### src/rtl/booth_digit_sequencer.sv
// ---------------------------------------------------------------------------
// booth_digit_sequencer
//
// Purpose:
//   Accepts a WIDTH-bit multiplier operand over a valid/ready handshake and
//   emits its Booth-recoded digits (radix 2^GROUP) one per transfer, LSB
//   group first, as sign + magnitude. Handles signed and unsigned operands
//   and flags the final digit for the partial-product selector/accumulator.
//
// Parameters:
//   WIDTH  operand width (>= GROUP)
//   GROUP  bits retired per digit, legal values 2, 3, 4
//
// Ports:
//   clk        clock, all state updates on the rising edge
//   rst        synchronous active-high reset (priority over clear)
//   clear      synchronous abort, discards the current operand
//   in_valid   operand valid
//   in_ready   sequencer can accept an operand (IDLE only)
//   in_data    multiplier operand
//   in_signed  1: two's-complement operand, 0: unsigned
//   dig_valid  digit valid
//   dig_ready  consumer accepts the digit
//   dig_neg    digit is negative (never set for a zero digit)
//   dig_mag    digit magnitude, 0 .. 2^(GROUP-1)
//   dig_idx    digit index, weight 2^(GROUP*dig_idx)
//   dig_last   final digit of the operand
//
// Build option:
//   BOOTH_SEQ_EARLY_TERM_EN  when defined, dig_last is also raised as soon as
//                            every remaining digit would be zero.
// ---------------------------------------------------------------------------
module booth_digit_sequencer #(
  parameter  int WIDTH = 16,
  parameter  int GROUP = 4,
  localparam int NDMAX = (WIDTH + GROUP) / GROUP,
  localparam int IW    = $clog2(NDMAX)
) (
  input  logic             clk,
  input  logic             rst,
  input  logic             clear,
  input  logic             in_valid,
  output logic             in_ready,
  input  logic [WIDTH-1:0] in_data,
  input  logic             in_signed,
  output logic             dig_valid,
  input  logic             dig_ready,
  output logic             dig_neg,
  output logic [GROUP-1:0] dig_mag,
  output logic [IW-1:0]    dig_idx,
  output logic             dig_last
);

  localparam int EW   = NDMAX * GROUP;
  localparam int ND_S = (WIDTH + GROUP - 1) / GROUP;
  localparam logic [IW-1:0] LAST_S = IW'(ND_S - 1);
  localparam logic [IW-1:0] LAST_U = IW'(NDMAX - 1);

  typedef enum logic {
    IDLE,
    RUN
  } state_t;

  state_t         state;
  state_t         state_next;
  logic [EW-1:0]  sreg;
  logic           prev;
  logic [IW-1:0]  idx;
  logic           sgn;

  logic           load;
  logic           advance;
  logic           run;
  logic [EW-1:0]  ext;
  logic           fill;
  logic [GROUP-1:0] grp;
  logic [GROUP:0] dval;
  logic [GROUP:0] mag_full;
  logic           last_raw;
  logic           idx_last;

  assign run = (state == RUN);

  // Extension bit of the operand: sign bit for signed operands, zero for
  // unsigned ones. Used both when loading and as the shift fill.
  assign ext  = {{(EW - WIDTH){in_signed & in_data[WIDTH-1]}}, in_data};
  assign fill = sgn & sreg[EW-1];

  // Digit decode from the registered low group and previous bit. The group
  // is read as a GROUP-bit two's-complement number and the previous bit is
  // added; GROUP+1 bits cover the range -2^(G-1) .. +2^(G-1).
  always_comb begin
    grp      = sreg[GROUP-1:0];
    dval     = {grp[GROUP-1], grp} + {{GROUP{1'b0}}, prev};
    mag_full = dval[GROUP] ? (~dval + 1'b1) : dval;
  end

  // Last-digit detection: the index reaching the digit count of the
  // operand's signedness, optionally OR'd with "everything above this group
  // is a copy of the group's top bit", which makes all later digits zero.
  always_comb begin
    idx_last = sgn ? (idx == LAST_S) : (idx == LAST_U);
`ifdef BOOTH_SEQ_EARLY_TERM_EN
    if (grp[GROUP-1]) begin
      last_raw = idx_last | (&sreg[EW-1:GROUP]);
    end else begin
      last_raw = idx_last | ~(|sreg[EW-1:GROUP]);
    end
`else
    last_raw = idx_last;
`endif
  end

  // Outputs are gated by the RUN state so IDLE always presents reset values.
  assign dig_neg  = run & dval[GROUP];
  assign dig_mag  = run ? mag_full[GROUP-1:0] : '0;
  assign dig_idx  = run ? idx : '0;
  assign dig_last = run & last_raw;

  // State register.
  always_ff @(posedge clk) begin
    if (rst) begin
      state <= IDLE;
    end else begin
      state <= state_next;
    end
  end

  // Next-state and handshake decode. clear overrides any handshake in the
  // same cycle, so a concurrent digit transfer or operand load is dropped.
  always_comb begin
    state_next = state;
    in_ready   = 1'b0;
    dig_valid  = 1'b0;
    load       = 1'b0;
    advance    = 1'b0;
    case (state)
      IDLE: begin
        in_ready = 1'b1;
        if (in_valid) begin
          load       = 1'b1;
          state_next = RUN;
        end
      end
      RUN: begin
        dig_valid = 1'b1;
        if (dig_ready) begin
          if (last_raw) begin
            state_next = IDLE;
          end else begin
            advance = 1'b1;
          end
        end
      end
      default: state_next = IDLE;
    endcase
    if (clear) begin
      state_next = IDLE;
      load       = 1'b0;
      advance    = 1'b0;
    end
  end

  // Operand shift register, previous bit, digit index and signedness.
  always_ff @(posedge clk) begin
    if (rst || clear) begin
      sreg <= '0;
      prev <= 1'b0;
      idx  <= '0;
      sgn  <= 1'b0;
    end else if (load) begin
      sreg <= ext;
      prev <= 1'b0;
      idx  <= '0;
      sgn  <= in_signed;
    end else if (advance) begin
      sreg <= {{GROUP{fill}}, sreg[EW-1:GROUP]};
      prev <= sreg[GROUP-1];
      idx  <= idx + 1'b1;
    end
  end

endmodule

### config.mk
export PLATFORM = sky130hd
export DESIGN_NAME = booth_digit_sequencer
export DESIGN_NICKNAME = d
export VERILOG_FILES = /design/src/rtl/booth_digit_sequencer.sv
export SDC_FILE = /design/constraint.sdc
export NUM_CORES = 1
export LEC_CHECK = 0
export CORE_UTILIZATION = 25
export DETAILED_ROUTE_END_ITERATION = 12
export GPL_ROUTABILITY_DRIVEN = 0
export PLACE_DENSITY_LB_ADDON = 0.12
export SYNTH_ARGS = -nofsm -noshare
export SYNTH_HDL_FRONTEND = slang
export SYNTH_SLANG_ARGS = --single-unit
### constraint.sdc
create_clock -name clk -period 2.5 [get_ports clk]
set_input_delay 0.5 -clock clk [delete_from_list [all_inputs] [get_ports clk]]
set_output_delay 0.5 -clock clk [all_outputs]
set_load 0.01 [all_outputs]
Word-level counts from Yosys, hierarchy flattened
Cells that the tools add are included.
{"block": "word_totals", "register_bits": 26, "inputBits": 22, "output_inout_bits": 11, "elab_cells": 37}
{"block": "op_classes", "addsub": 3, "n_eq_ne": 2, "n_mux": 17, "bitwise": 6, "reduce_logical": 4}
{"op": "2-to-1 mux 20 bit", "count": 2}
{"op": "2-to-1 mux 1 bit", "count": 11}
{"op": "2-to-1 mux 4 bit", "count": 2}
{"op": "adder 4 x 2 -> 5 bit", "count": 1}
{"op": "adder 4 x 1 -> 4 bit (second input constant)", "count": 1}
{"op": "bitwise AND 1 bit", "count": 4}
{"op": "inverter 4 bit", "count": 1}
{"op": "OR reduction 2 bit", "count": 2}
{"op": "adder 3 x 1 -> 3 bit (second input constant)", "count": 1}
{"op": "== test 3 x 2 -> 1 bit (second input constant)", "count": 1}
{"op": "== test 3 bit (second input constant)", "count": 1}
{"op": "2-to-1 mux 3 bit", "count": 1}
{"op": "one-hot mux 1 bit (2 select lines)", "count": 1}
{"op": "nonzero test 2 bit", "count": 1}
{"op": "logical OR 1 bit", "count": 1}
{"op": "inverter 1 bit", "count": 1}

Logic depth before layout (Yosys ltp)
{"block": "depth", "ltp_word": 8, "mapped_depth": 8, "depth_no_buf": 8}

Worst setup path before layout
No wires, ideal clock.
{"block": "synth_path", "kind": "reg-to-output", "startpoint": "register sreg[0]", "endpoint": "output port dig_mag[2]", "arrival_time_ns": 1.533, "required_ns": 2.000, "path_slack_ns": 0.467, "stages_incl_launch_ff": 9, "n_path_buf": 0, "path_cell_list": "dfxtp_1 > ha_1 > ha_1 > inv_1 > ha_1 > nor2b_1 > xor2_1 > o21ai_0 > nor2_1"}
{"block": "synth_between", "elab_chain_cells": 5}
{"element": "from (decl)", "line": "66", "text": "logic [EW-1:0] sreg;"}
{"element": "from (signal assigned)", "line": "172", "text": "sreg <= ext;"}
{"element": "from (signal assigned)", "line": "177", "text": "sreg <= {{GROUP{fill}}, sreg[EW-1:GROUP]};"}
{"element": "adder 4 x 2 -> 5 bit *", "line": "94", "text": "dval = {grp[GROUP-1], grp} + {{GROUP{1'b0}}, prev};"}
{"element": "inverter 4 bit", "line": "95", "text": "mag_full = dval[GROUP] ? (~dval + 1'b1) : dval;"}
{"element": "adder 4 x 1 -> 4 bit", "line": "95"}
{"element": "2-to-1 mux 4 bit *", "line": "95"}
{"element": "2-to-1 mux 4 bit *", "line": "116", "text": "assign dig_mag = run ? mag_full[GROUP-1:0] : '0;"}
{"element": "to (decl)", "line": "49", "text": "output logic [GROUP-1:0] dig_mag,"}
Every way passes the cells marked *; elsewhere a longest branch is shown, timed or not.

Final worst setup path
{"block": "layout_path", "startpoint": "register sreg[0]", "endpoint": "output port dig_neg"}
{"block": "layout_between", "elab_chain_cells": 2}
{"element": "adder 4 x 2 -> 5 bit", "line": "94"}
{"element": "bitwise AND 1 bit", "line": "115", "text": "assign dig_neg = run & dval[GROUP];"}
{"element": "to (decl)", "line": "48", "text": "output logic dig_neg,"}
Every way passes these cells.

==> results.md <==
* Syn_area_per_cell at approximately 9.1 sq um
* Root Driver: clkbuf_8
* Ports at 33
* Max_cap viols at 0
* Fraction of registers with async set/reset at 0
* Via density at roughly 4.4
* Die H at approximately 72 microns
* Syn Nets at 160
* Highest Clock Rate at around 0.42 GHz
* Synth warnings at 0
* Post-DP Area at 0.00163 sq mm
* Hold crit path type: reg2reg
* Synth Instances at around 130
* Slew Limit Fails at 0
* Final non-filler cell total at 237
* Area Growth Syn to Fin at 40.3%
* Post-synth EDFFs at 0
* Share of the synthesized area in the top cell type at 0.377
* Xor-xnor portion of the synthesized cell area at 0.0287
* Count leader, synth: dfxtp_1
* Post-synthesis mux area share at 0.123
* H-tree depth at 1
* Initial core utilization at 0.259
* Antenna violations before repair at 0
* Fin crit period at about 2400 ps
* Hpwl dp at 2.14 mm
* Antenna diodes at 0
* Period utilisation layout at 0.952
* Count of final hold-check violations at 0
* Synth Area in Adders at 0.0409
* Largest family of logic cells by synthesized area: compound AO/OA/AOI/OAI gates
* Die width at 71.9 microns
* Core ar. at between 0.004 and 0.005 sq mm
* Max transition margin at 0.727
* Via count of the first global-routing pass at ~1100
* CP Capture Type: primary output
* Final setup fails at 0
* Clk_lat worst skew at ~260 ps
* Hold WS at about 460 ps
* Fin nets at slightly below 200
* Total chip power at about 700 uW
* Inst Count DP at around 230
* Layout cells sized above 1 at 0.194
* Slew @ Worst Pin at between 400 and 500 ps
* DRT Pass-1 Iters at 3
* Cell accounting for the most synthesized area: dfxtp_1
* Register Area at between 400 and 500 sq um
* Commonest cells in the netlist: dfxtp_1, o21ai_0, mux2i_1, a21oi_1, nor2_1
* Post-synthesis compound-gate area fraction at 0.221
* Distinct cells, synth at 32
* Register area share after synthesis at 0.377
* Maximum VDD drop at roughly 160 uV
* Vias at 1038
* Full die area at roughly 0.0052 sq mm
* Max Fanout on Critical Path at 4
* Setup bufs post-CTS at 0
* DRC violations left at 0
* Status: completed
* Synthesized cell area at 0.00122 sq mm
* Post-route design area at 0.00172 sq mm
* CP startpoint kind: flop
* Dominant cells by area after synthesis: dfxtp_1, mux2i_1, o21ai_0
* Clock sink count at 23
* Num CTS Buffers at 3
* Reg clk slew, reported paths at 80 ps
* Leakage power at a little over 0.7 nW
* GRT Util Overall at 0.118
* Multi-input logic area at approximately 730 sq um
* Fillers at just under 500
* Worst EP arrival at about 1900 ps
* WL/cell at roughly 12 microns
* Worst Path Required at about 2000 ps
* Power Density at roughly 420 mW/mm^2
* Post-CTS Hold Fix Bufs at 0
* Setup CP Type: reg2out
* Longest Clk Path Bufs at 2
* Largest net degree at the start of global routing at 20
* First-pass GRT wire length at approximately 4.8 mm
* Rows at 25
* Worst-case clock skew at approximately 1.2 ps
* CTS tree: built
* Grt ovf at 0
* I/O Buffers at 32
* Ys flop type: dfxtp_1
* Synth Register Bits at 23
* Antenna Nets Post-Route at 0
* Simple-gate share of the synthesized area at 0.148
* Wirelength, routed at approximately 2.8 mm
* End-of-flow core utilization at 0.363
* Initial drt markers at 31
-- routing by layer --
layer	track usage	wire, microns
met4	0.0458	19
met2	0.203	1390
met1	0.151	1330
met5	0	0
met3	0.0167	69
-- critical path: stages, from the launching register on --
cell and delay [ps]:
dfxtp_2 340, ha_4 170, ha_4 170, a21boi_2 170, buf_4 140, and2_1 110
clkdlybuf4s50_1 520
-- logic make-up after synthesis --
logic type	after synthesis
mux	15
fa+ha+maj	4
compound gates	43
buf+inv	13
simple gates	32
xor+xnor	4
flops	23
-- final timing paths --
path / start / end / slack [ps] / cells after the start
setup / recovery: sreg[0]$_SDFFE_PP0P_ / dig_neg / 120 / 6
setup reg to reg: idx[0]$_SDFFE_PP0P_ / sreg[1]$_SDFFE_PP0P_ / 750 / 5
hold / removal: sreg[12]$_SDFFE_PP0P_ / sreg[12]$_SDFFE_PP0P_ / 460 / 2
hold reg to reg: sreg[12]$_SDFFE_PP0P_ / sreg[12]$_SDFFE_PP0P_ / 460 / 2
-- area by class of cell --
cell class / count / share of cell area
multi-input cells: 98 / 0.425
flip-flops and latches: 23 / 0.270
clock inverters: 1 / 0.00292
clock buffers: 3 / 0.0241
repair buffers: 40 / 0.219
inverters: 5 / 0.0109
well taps: 67 / 0.0489
-- state kept, by name (all words and copies together), names as in the netlist --
register and cells:
sreg 17, idx 3, prev 1, run 1
sgn 1
-- through the flow --
stage / setup TNS, ps / setup WS, ps
6_report: 0 / 119
5_1_grt: -10.9 / -10.9
4_1_cts: -74.5 / -74.5
3_5_place_dp: -126 / -126
3_3_place_gp: -14.9 / -14.9
2_1_floorplan: 0 / 467
-- power by group --
| part | internal, mW | total (mW) | switching (mW) |
|---|---|---|---|
| Sequential | 0.375 | 0.382 | 0.00659 |
| Clock | 0.111 | 0.228 | 0.117 |
| Combinational | 0.0565 | 0.103 | 0.0469 |
| Total | 0.543 | 0.713 | 0.170 |
-- timing repair --
item / 4_1_cts / 5_1_grt
gates resized for setup: 11 / 8
pin swaps: 1 / 2
setup endpoints to repair: 4 / 4
-- placed cells by master, fill, tap and decap left out, drive strengths merged, types with 2 or more instances in the layout --
| master | n |
|---|---|
| ha | 4 |
| dfxtp | 23 |
| buf | 9 |
| dlygate4sd2 | 2 |
| clkbuf | 3 |
| o21ai | 19 |
| nor2 | 10 |
| nand2 | 7 |
| nand3 | 2 |
| inv | 5 |
| nor2b | 2 |
| xor2 | 3 |
| a21oi | 18 |
| and2 | 4 |
| clkdlybuf4s50 | 28 |
| mux2i | 15 |
(Power assumes the default switching activity.)
